File: config.mk
export PLATFORM = sky130hd
export DESIGN_NAME = car_layer_mixer_flat
export DESIGN_NICKNAME = d
export VERILOG_FILES = /design/src/rtl/car_layer_mixer_if.sv /design/src/rtl/car_layer_mixer.sv /design/src/flat_wrapper.sv
export SDC_FILE = /design/constraint.sdc
export NUM_CORES = 1
export LEC_CHECK = 0
export ABC_CLOCK_PERIOD_IN_PS = 2200
export CORE_MARGIN = 2
export CORE_UTILIZATION = 35
export CTS_CLUSTER_SIZE = 8
export DETAILED_ROUTE_END_ITERATION = 16
export PLACE_DENSITY_LB_ADDON = 0.08
export SLEW_MARGIN = 20
export SYNTH_ARGS = -nofsm -noshare
export SYNTH_HDL_FRONTEND = slang
export SYNTH_SLANG_ARGS = --single-unit
export TNS_END_PERCENT = 10
File: constraint.sdc
create_clock -name clk -period 2.2 [get_ports clk]
set_input_delay 0.33 -clock clk [delete_from_list [all_inputs] [get_ports clk]]
set_output_delay 0.33 -clock clk [all_outputs]
set_load 0.03 [all_outputs]
File: src/rtl/car_layer_mixer_if.sv
// car_layer_mixer_if
//   Bundle of the pixel/frame signals between the sprite producers and the
//   car layer mixer.
//   master : drives frame_start, road_color, player_color, ai_colors and
//            observes the mixer outputs.
//   slave  : the mixer itself; drives rgb_out, crash_pulse, freeze, grace,
//            crash_count and the debug state.
//   No valid/ready handshake exists on this bus: colors are sampled on every
//   clock edge, and frame_start is a one-cycle qualifier that is acted on at
//   the edge where it is high.
interface car_layer_mixer_if #(
  parameter int NUM_AI = 2
);
  logic                    frame_start;
  logic [7:0]              road_color;
  logic [7:0]              player_color;
  logic [0:NUM_AI-1][7:0]  ai_colors;
  logic [7:0]              rgb_out;
  logic                    crash_pulse;
  logic                    freeze;
  logic                    grace;
  logic [7:0]              crash_count;
  logic [1:0]              state;

  modport master (
    output frame_start, road_color, player_color, ai_colors,
    input  rgb_out, crash_pulse, freeze, grace, crash_count, state
  );

  modport slave (
    input  frame_start, road_color, player_color, ai_colors,
    output rgb_out, crash_pulse, freeze, grace, crash_count, state
  );
endinterface

File: src/rtl/car_layer_mixer.sv
// car_layer_mixer
//   Merges road, player and NUM_AI AI car colors by priority into a
//   registered VGA byte, detects player/AI pixel overlap and runs the
//   per-frame RUN -> CRASH -> GRACE state machine.
// Ports:
//   clk     : pixel clock
//   resetN  : asynchronous active-low reset
//   bus     : car_layer_mixer_if.slave (colors, frame_start, mixer outputs,
//             debug FSM state)
// Optional build macro:
//   CAR_LAYER_FLASH_EN : blink the player every 8 frames while in GRACE.
module car_layer_mixer #(
  parameter int         NUM_AI       = 2,
  parameter logic [7:0] MASK_VALUE   = 8'h62,
  parameter int         CRASH_FRAMES = 60,
  parameter int         GRACE_FRAMES = 90
) (
  input logic             clk,
  input logic             resetN,
  car_layer_mixer_if.slave bus
);

  localparam logic [1:0] ST_RUN   = 2'd0;
  localparam logic [1:0] ST_CRASH = 2'd1;
  localparam logic [1:0] ST_GRACE = 2'd2;

  localparam logic [7:0] CRASH_LOAD = 8'(CRASH_FRAMES - 1);
  localparam logic [7:0] GRACE_LOAD = 8'(GRACE_FRAMES - 1);

  logic [1:0] state_q, state_d;
  logic [7:0] frame_cnt_q, frame_cnt_d;
  logic       hit_q, hit_d;
  logic       pulse_q, pulse_d;
  logic [7:0] count_q, count_d;
  logic [7:0] rgb_q, rgb_d;
  logic       player_on;
  logic       any_ai_on;
  logic       overlap;
  logic       hide_player;

`ifdef CAR_LAYER_FLASH_EN
  logic [3:0] flash_q, flash_d;

  always_comb begin
    flash_d = flash_q;
    if (state_q != ST_GRACE && state_d == ST_GRACE) begin
      flash_d = 4'd0;
    end else if (state_q == ST_GRACE && bus.frame_start) begin
      flash_d = flash_q + 4'd1;
    end
  end

  always_ff @(posedge clk or negedge resetN) begin
    if (!resetN) flash_q <= 4'd0;
    else         flash_q <= flash_d;
  end

  assign hide_player = (state_q == ST_GRACE) && flash_q[3];
`else
  assign hide_player = 1'b0;
`endif

  // Collision detection always looks at the real player pixel; flashing
  // only affects what is drawn.
  assign player_on = (bus.player_color != MASK_VALUE);

  always_comb begin
    any_ai_on = 1'b0;
    for (int i = 0; i < NUM_AI; i++) begin
      if (bus.ai_colors[i] != MASK_VALUE) any_ai_on = 1'b1;
    end
  end

  assign overlap = player_on && any_ai_on;

  // Walk from lowest to highest priority so the last hit wins.
  always_comb begin
    rgb_d = bus.road_color;
    for (int i = NUM_AI - 1; i >= 0; i--) begin
      if (bus.ai_colors[i] != MASK_VALUE) rgb_d = bus.ai_colors[i];
    end
    if (player_on && !hide_player) rgb_d = bus.player_color;
  end

  always_comb begin
    state_d     = state_q;
    frame_cnt_d = frame_cnt_q;
    count_d     = count_q;
    pulse_d     = 1'b0;
    // The RUN decision uses hit_q from before this cycle's clear/set.
    if (bus.frame_start) begin
      case (state_q)
        ST_RUN: begin
          if (hit_q) begin
            state_d     = ST_CRASH;
            frame_cnt_d = CRASH_LOAD;
            pulse_d     = 1'b1;
            if (count_q != 8'hFF) count_d = count_q + 8'd1;
          end
        end
        ST_CRASH: begin
          if (frame_cnt_q == 8'd0) begin
            state_d     = ST_GRACE;
            frame_cnt_d = GRACE_LOAD;
          end else begin
            frame_cnt_d = frame_cnt_q - 8'd1;
          end
        end
        ST_GRACE: begin
          if (frame_cnt_q == 8'd0) state_d     = ST_RUN;
          else                     frame_cnt_d = frame_cnt_q - 8'd1;
        end
        default: begin
          state_d     = ST_RUN;
          frame_cnt_d = 8'd0;
        end
      endcase
    end
  end

  // Clear on frame_start first, then set: an overlap coincident with
  // frame_start is credited to the new frame.
  always_comb begin
    hit_d = hit_q;
    if (bus.frame_start) hit_d = 1'b0;
    if (overlap && state_q == ST_RUN) hit_d = 1'b1;
  end

  always_ff @(posedge clk or negedge resetN) begin
    if (!resetN) begin
      state_q     <= ST_RUN;
      frame_cnt_q <= 8'd0;
      hit_q       <= 1'b0;
      pulse_q     <= 1'b0;
      count_q     <= 8'd0;
      rgb_q       <= 8'h00;
    end else begin
      state_q     <= state_d;
      frame_cnt_q <= frame_cnt_d;
      hit_q       <= hit_d;
      pulse_q     <= pulse_d;
      count_q     <= count_d;
      rgb_q       <= rgb_d;
    end
  end

  assign bus.rgb_out     = rgb_q;
  assign bus.crash_pulse = pulse_q;
  assign bus.freeze      = (state_q == ST_CRASH);
  assign bus.grace       = (state_q == ST_GRACE);
  assign bus.crash_count = count_q;
  assign bus.state       = state_q;

endmodule
File: src/flat_wrapper.sv
// flat-port wrapper written by rule: the top's interface ports become plain ports
module car_layer_mixer_flat 
#(
  parameter int         NUM_AI       = 2,
  parameter logic [7:0] MASK_VALUE   = 8'h62,
  parameter int         CRASH_FRAMES = 60,
  parameter int         GRACE_FRAMES = 90
)
  (clk, resetN, bus_frame_start, bus_road_color, bus_player_color, bus_ai_colors, bus_rgb_out, bus_crash_pulse, bus_freeze, bus_grace, bus_crash_count, bus_state);
  car_layer_mixer_if #(.NUM_AI(NUM_AI)) bus_i ();
  input logic clk;
  input logic resetN;
  input wire logic [$bits(bus_i.frame_start)-1:0] bus_frame_start;
  input wire logic [$bits(bus_i.road_color)-1:0] bus_road_color;
  input wire logic [$bits(bus_i.player_color)-1:0] bus_player_color;
  input wire logic [$bits(bus_i.ai_colors)-1:0] bus_ai_colors;
  output wire logic [$bits(bus_i.rgb_out)-1:0] bus_rgb_out;
  output wire logic [$bits(bus_i.crash_pulse)-1:0] bus_crash_pulse;
  output wire logic [$bits(bus_i.freeze)-1:0] bus_freeze;
  output wire logic [$bits(bus_i.grace)-1:0] bus_grace;
  output wire logic [$bits(bus_i.crash_count)-1:0] bus_crash_count;
  output wire logic [$bits(bus_i.state)-1:0] bus_state;
  assign bus_i.frame_start = bus_frame_start;
  assign bus_i.road_color = bus_road_color;
  assign bus_i.player_color = bus_player_color;
  assign bus_i.ai_colors = bus_ai_colors;
  assign bus_rgb_out = bus_i.rgb_out;
  assign bus_crash_pulse = bus_i.crash_pulse;
  assign bus_freeze = bus_i.freeze;
  assign bus_grace = bus_i.grace;
  assign bus_crash_count = bus_i.crash_count;
  assign bus_state = bus_i.state;
  car_layer_mixer #(.NUM_AI(NUM_AI), .MASK_VALUE(MASK_VALUE), .CRASH_FRAMES(CRASH_FRAMES), .GRACE_FRAMES(GRACE_FRAMES)) u_core (.clk(clk), .resetN(resetN), .bus(bus_i));
endmodule
==> impl_metrics.json <==
{
  "status": "complete, no violations",
  "fin_ws_ns": 0.173,
  "area_growth_pct": 43.1,
  "crit_required_ns": 1.87,
  "fp-row-count": 24,
  "grtUsageTotal": 0.166,
  "cts-buffers-inserted": 3,
  "finalClockSkew_ns": 0.00356,
  "fin_crit_ns": 2.03,
  "n_antenna_cell": 0,
  "ir_drop_mv": 0.321,
  "syn_inst": 159,
  "htreeDepth": 1,
  "cts_buffer_depth": 2,
  "viasPerCell": 5.65,
  "ys_seq_elements": 28,
  "seq_area_frac_synth": 0.435,
  "cpMaxStageDelayCell": "clkdlybuf4s50_1",
  "min_path_type": "in2async",
  "leakagePower_uw": 0.000953,
  "hold_buffers": 0,
  "port_buffers": 55,
  "cpPeakStageDelay_ns": 0.71,
  "synth_edf_count": 0,
  "gp_congestion": 0.892,
  "place_hpwl_mm": 3.22,
  "end_kind": "output port",
  "yosys.area_share.simple": 0.236,
  "synth_xor_area_frac": 0.0380,
  "grt_pass1_vias": 1407,
  "synth_area_per_cell_um2": 10.1,
  "power_density_nw_per_um2": 843,
  "max_freq_mhz": 493,
  "drc": 0,
  "dr.pass1.iters": 4,
  "dp_cells": 266,
  "yosys_most_used_dff": "dfrtp_1",
  "synthArstFlopShare": 1.00,
  "drtAntennaViolNets": 0,
  "maxCapViolations": 0,
  "fin_cells": 270,
  "antenna_found_initial": 0,
  "synth_compound_area_frac": 0.231,
  "start_kind": "flip-flop",
  "die_area_um2": 5160,
  "grt.overflow.total": 0,
  "drtIter0Drc": 83,
  "synth_top_family_by_area": "simple AND/OR/NAND/NOR gates",
  "slew_viol_final": 0,
  "final_common_cell": "clkdlybuf4s50_1",
  "cts_setup_buffers": 0,
  "worstMarginPinSlew_ns": 0.509,
  "cts-root-buf": "clkbuf_8",
  "synthMuxAreaShare": 0.00699,
  "ys.warnings.count": 0,
  "vias": 1526,
  "die_w_um": 71.9,
  "grt_pass1_wl_mm": 6.80,
  "power.total_uw": 1940,
  "cts.clk_slew.worst_paths_ns": 0.10,
  "layout_common_cells": "clkdlybuf4s50_1 (55), dfrtp_1 (27), nand2_1 (11)",
  "fin_crit_sh": 0.922,
  "worst-path-max-fanout": 11,
  "core_um2": 4380,
  "grt_setup_unrepaired": "no",
  "wl_per_cell_um": 15.6,
  "post_synth_instance_area_um2": 1610,
  "critical_path_class": "reg2out",
  "cts_tree": "built",
  "synth_cell_type_count": 49,
  "tns_ns": 0,
  "die_h_um": 71.9,
  "synth_fp_nets": 197,
  "cts.sinks": 28,
  "cp.arrival_ns": 1.70,
  "fin_util": 0.526,
  "hold_viol": 0,
  "setup_viol": 0,
  "maxSlewHeadroom": 0.658,
  "layout.nets": 257,
  "synth_adder_area_share": 0.0233,
  "start_util": 0.368,
  "drive_gt1_frac": 0.0826,
  "grt_max_degree": 29,
  "wl_mm": 4.21,
  "worstPathCellList": "nor2b_1 > clkdlybuf4s50_1",
  "ioPinCount": 56,
  "n_fill_cell": 387,
  "clk_latency_ns": 0.27,
  "place_ws_ns": 0.171
}
==> where the power goes <==
group          switching (uW)  internal, uW  total [uW]
registers                 184           635         819
clock network             159           160         319
logic                     414           392         807
total                     757          1190        1940
==> cell usage after synthesis (2+ instances only) <==
cell       n  area share
ha_1       3       0.023
a32o_1     2       0.012
and2_1     2      0.0078
nand2_1   11       0.026
nor3_1     2      0.0062
clkbuf_1   6       0.014
nor2_1     8       0.019
dfrtp_1   28        0.43
o31ai_1    3       0.014
a21o_1     3       0.014
inv_1      7       0.016
a21oi_1    8       0.025
nor4b_1    3       0.016
a41o_1     5       0.031
and3_1     4       0.016
o221ai_1   3       0.016
nor4_1     2      0.0078
o21ai_0    7       0.022
a31oi_1    3       0.012
a221o_1    5       0.031
nor4bb_1   3       0.019
xnor2_1    6       0.033
nand3_1    4       0.012
nor2b_1    3       0.012
nand4_1    4       0.016
==> stage by stage <==
| step | instance area (um^2) | hold slack [ns] |
|---|---|---|
| 3_3_place_gp | 2250 | 0.475 |
| 6_report | 2310 | 0.427 |
| 4_1_cts | 2300 | 0.451 |
| 2_1_floorplan | 1610 | 0.0344 |
| 5_1_grt | 2310 | 0.453 |
| 3_5_place_dp | 2250 | 0.490 |
==> flip-flops by register name, indices dropped and copies added (netlist names) <==
signal / count
u_core.bus.crash_count: 8
u_core.bus.crash_pulse: 1
u_core.bus.rgb_out: 8
u_core.bus.state: 2
u_core.frame_cnt_q: 8
u_core.hit_q: 1
==> critical path, delay by kind of cell (launching register included) <==
kind | cells | cell delay (ns)
DFF | 1 | 0.47
buffers and inverters | 1 | 0.71
and+or+nand+nor | 1 | 0.25
==> per-layer routing <==
layer / vias up / share of wire / global-route usage
met3: 4 / 0.051 / 0.0323
met2: 50 / 0.49 / 0.273
met4: 0 / 0.0064 / 0.0314
met5: - / 0 / 0
li1: 734 / - / -
met1: 738 / 0.46 / 0.231
==> path summary, 6_finish.rpt <==
check | start | end | slack (ns) | cells past startpoint
worst max-delay path | u_core.bus.state[0]$_DFFE_PN0P_ | bus_freeze | 0.17 | 2
worst min-delay path | resetN | u_core.bus.state[1]$_DFFE_PN0P_ | 0.43 | 2
worst max register to register | u_core.frame_cnt_q[0]$_DFFE_PN0P_ | u_core.frame_cnt_q[5]$_DFFE_PN0P_ | 0.23 | 6
worst min register to register | u_core.bus.crash_count[5]$_DFFE_PN0P_ | u_core.bus.crash_count[5]$_DFFE_PN0P_ | 0.49 | 1
max in group asynchronous | resetN | u_core.bus.state[0]$_DFFE_PN0P_ | 1.49 | 2
min in group clk | u_core.bus.crash_count[5]$_DFFE_PN0P_ | u_core.bus.crash_count[5]$_DFFE_PN0P_ | 0.49 | 1
==> layout make-up <==
class	count	area, um^2	share of cell area
clock buffer	4	55.1	0.0239
inverter	7	26.3	0.0114
multi-input combinational	118	862	0.374
sequential	28	702	0.304
tap	52	65.1	0.0282
timing repair buffer	61	596	0.258
==> cells by family (layout without fill, tap and decap cells) <==
| group | count (synthesis) | in the layout |
|---|---|---|
| AO/OA/AOI/OAI | 49 | 49 |
| multiplexers | 1 | 1 |
| flip-flops | 28 | 28 |
| AND/OR/NAND/NOR | 58 | 58 |
| buffers and inverters | 13 | 72 |
| XOR/XNOR | 7 | 7 |
| adder cells (fa/ha/maj) | 3 | 3 |
==> what timing repair did <==
item	in CTS	in global routing
resized for setup	0	1
endpoints found under the setup margin	0	1
endpoints found under the hold margin	0	0
Note: power is estimated with default switching activity, not from simulation.
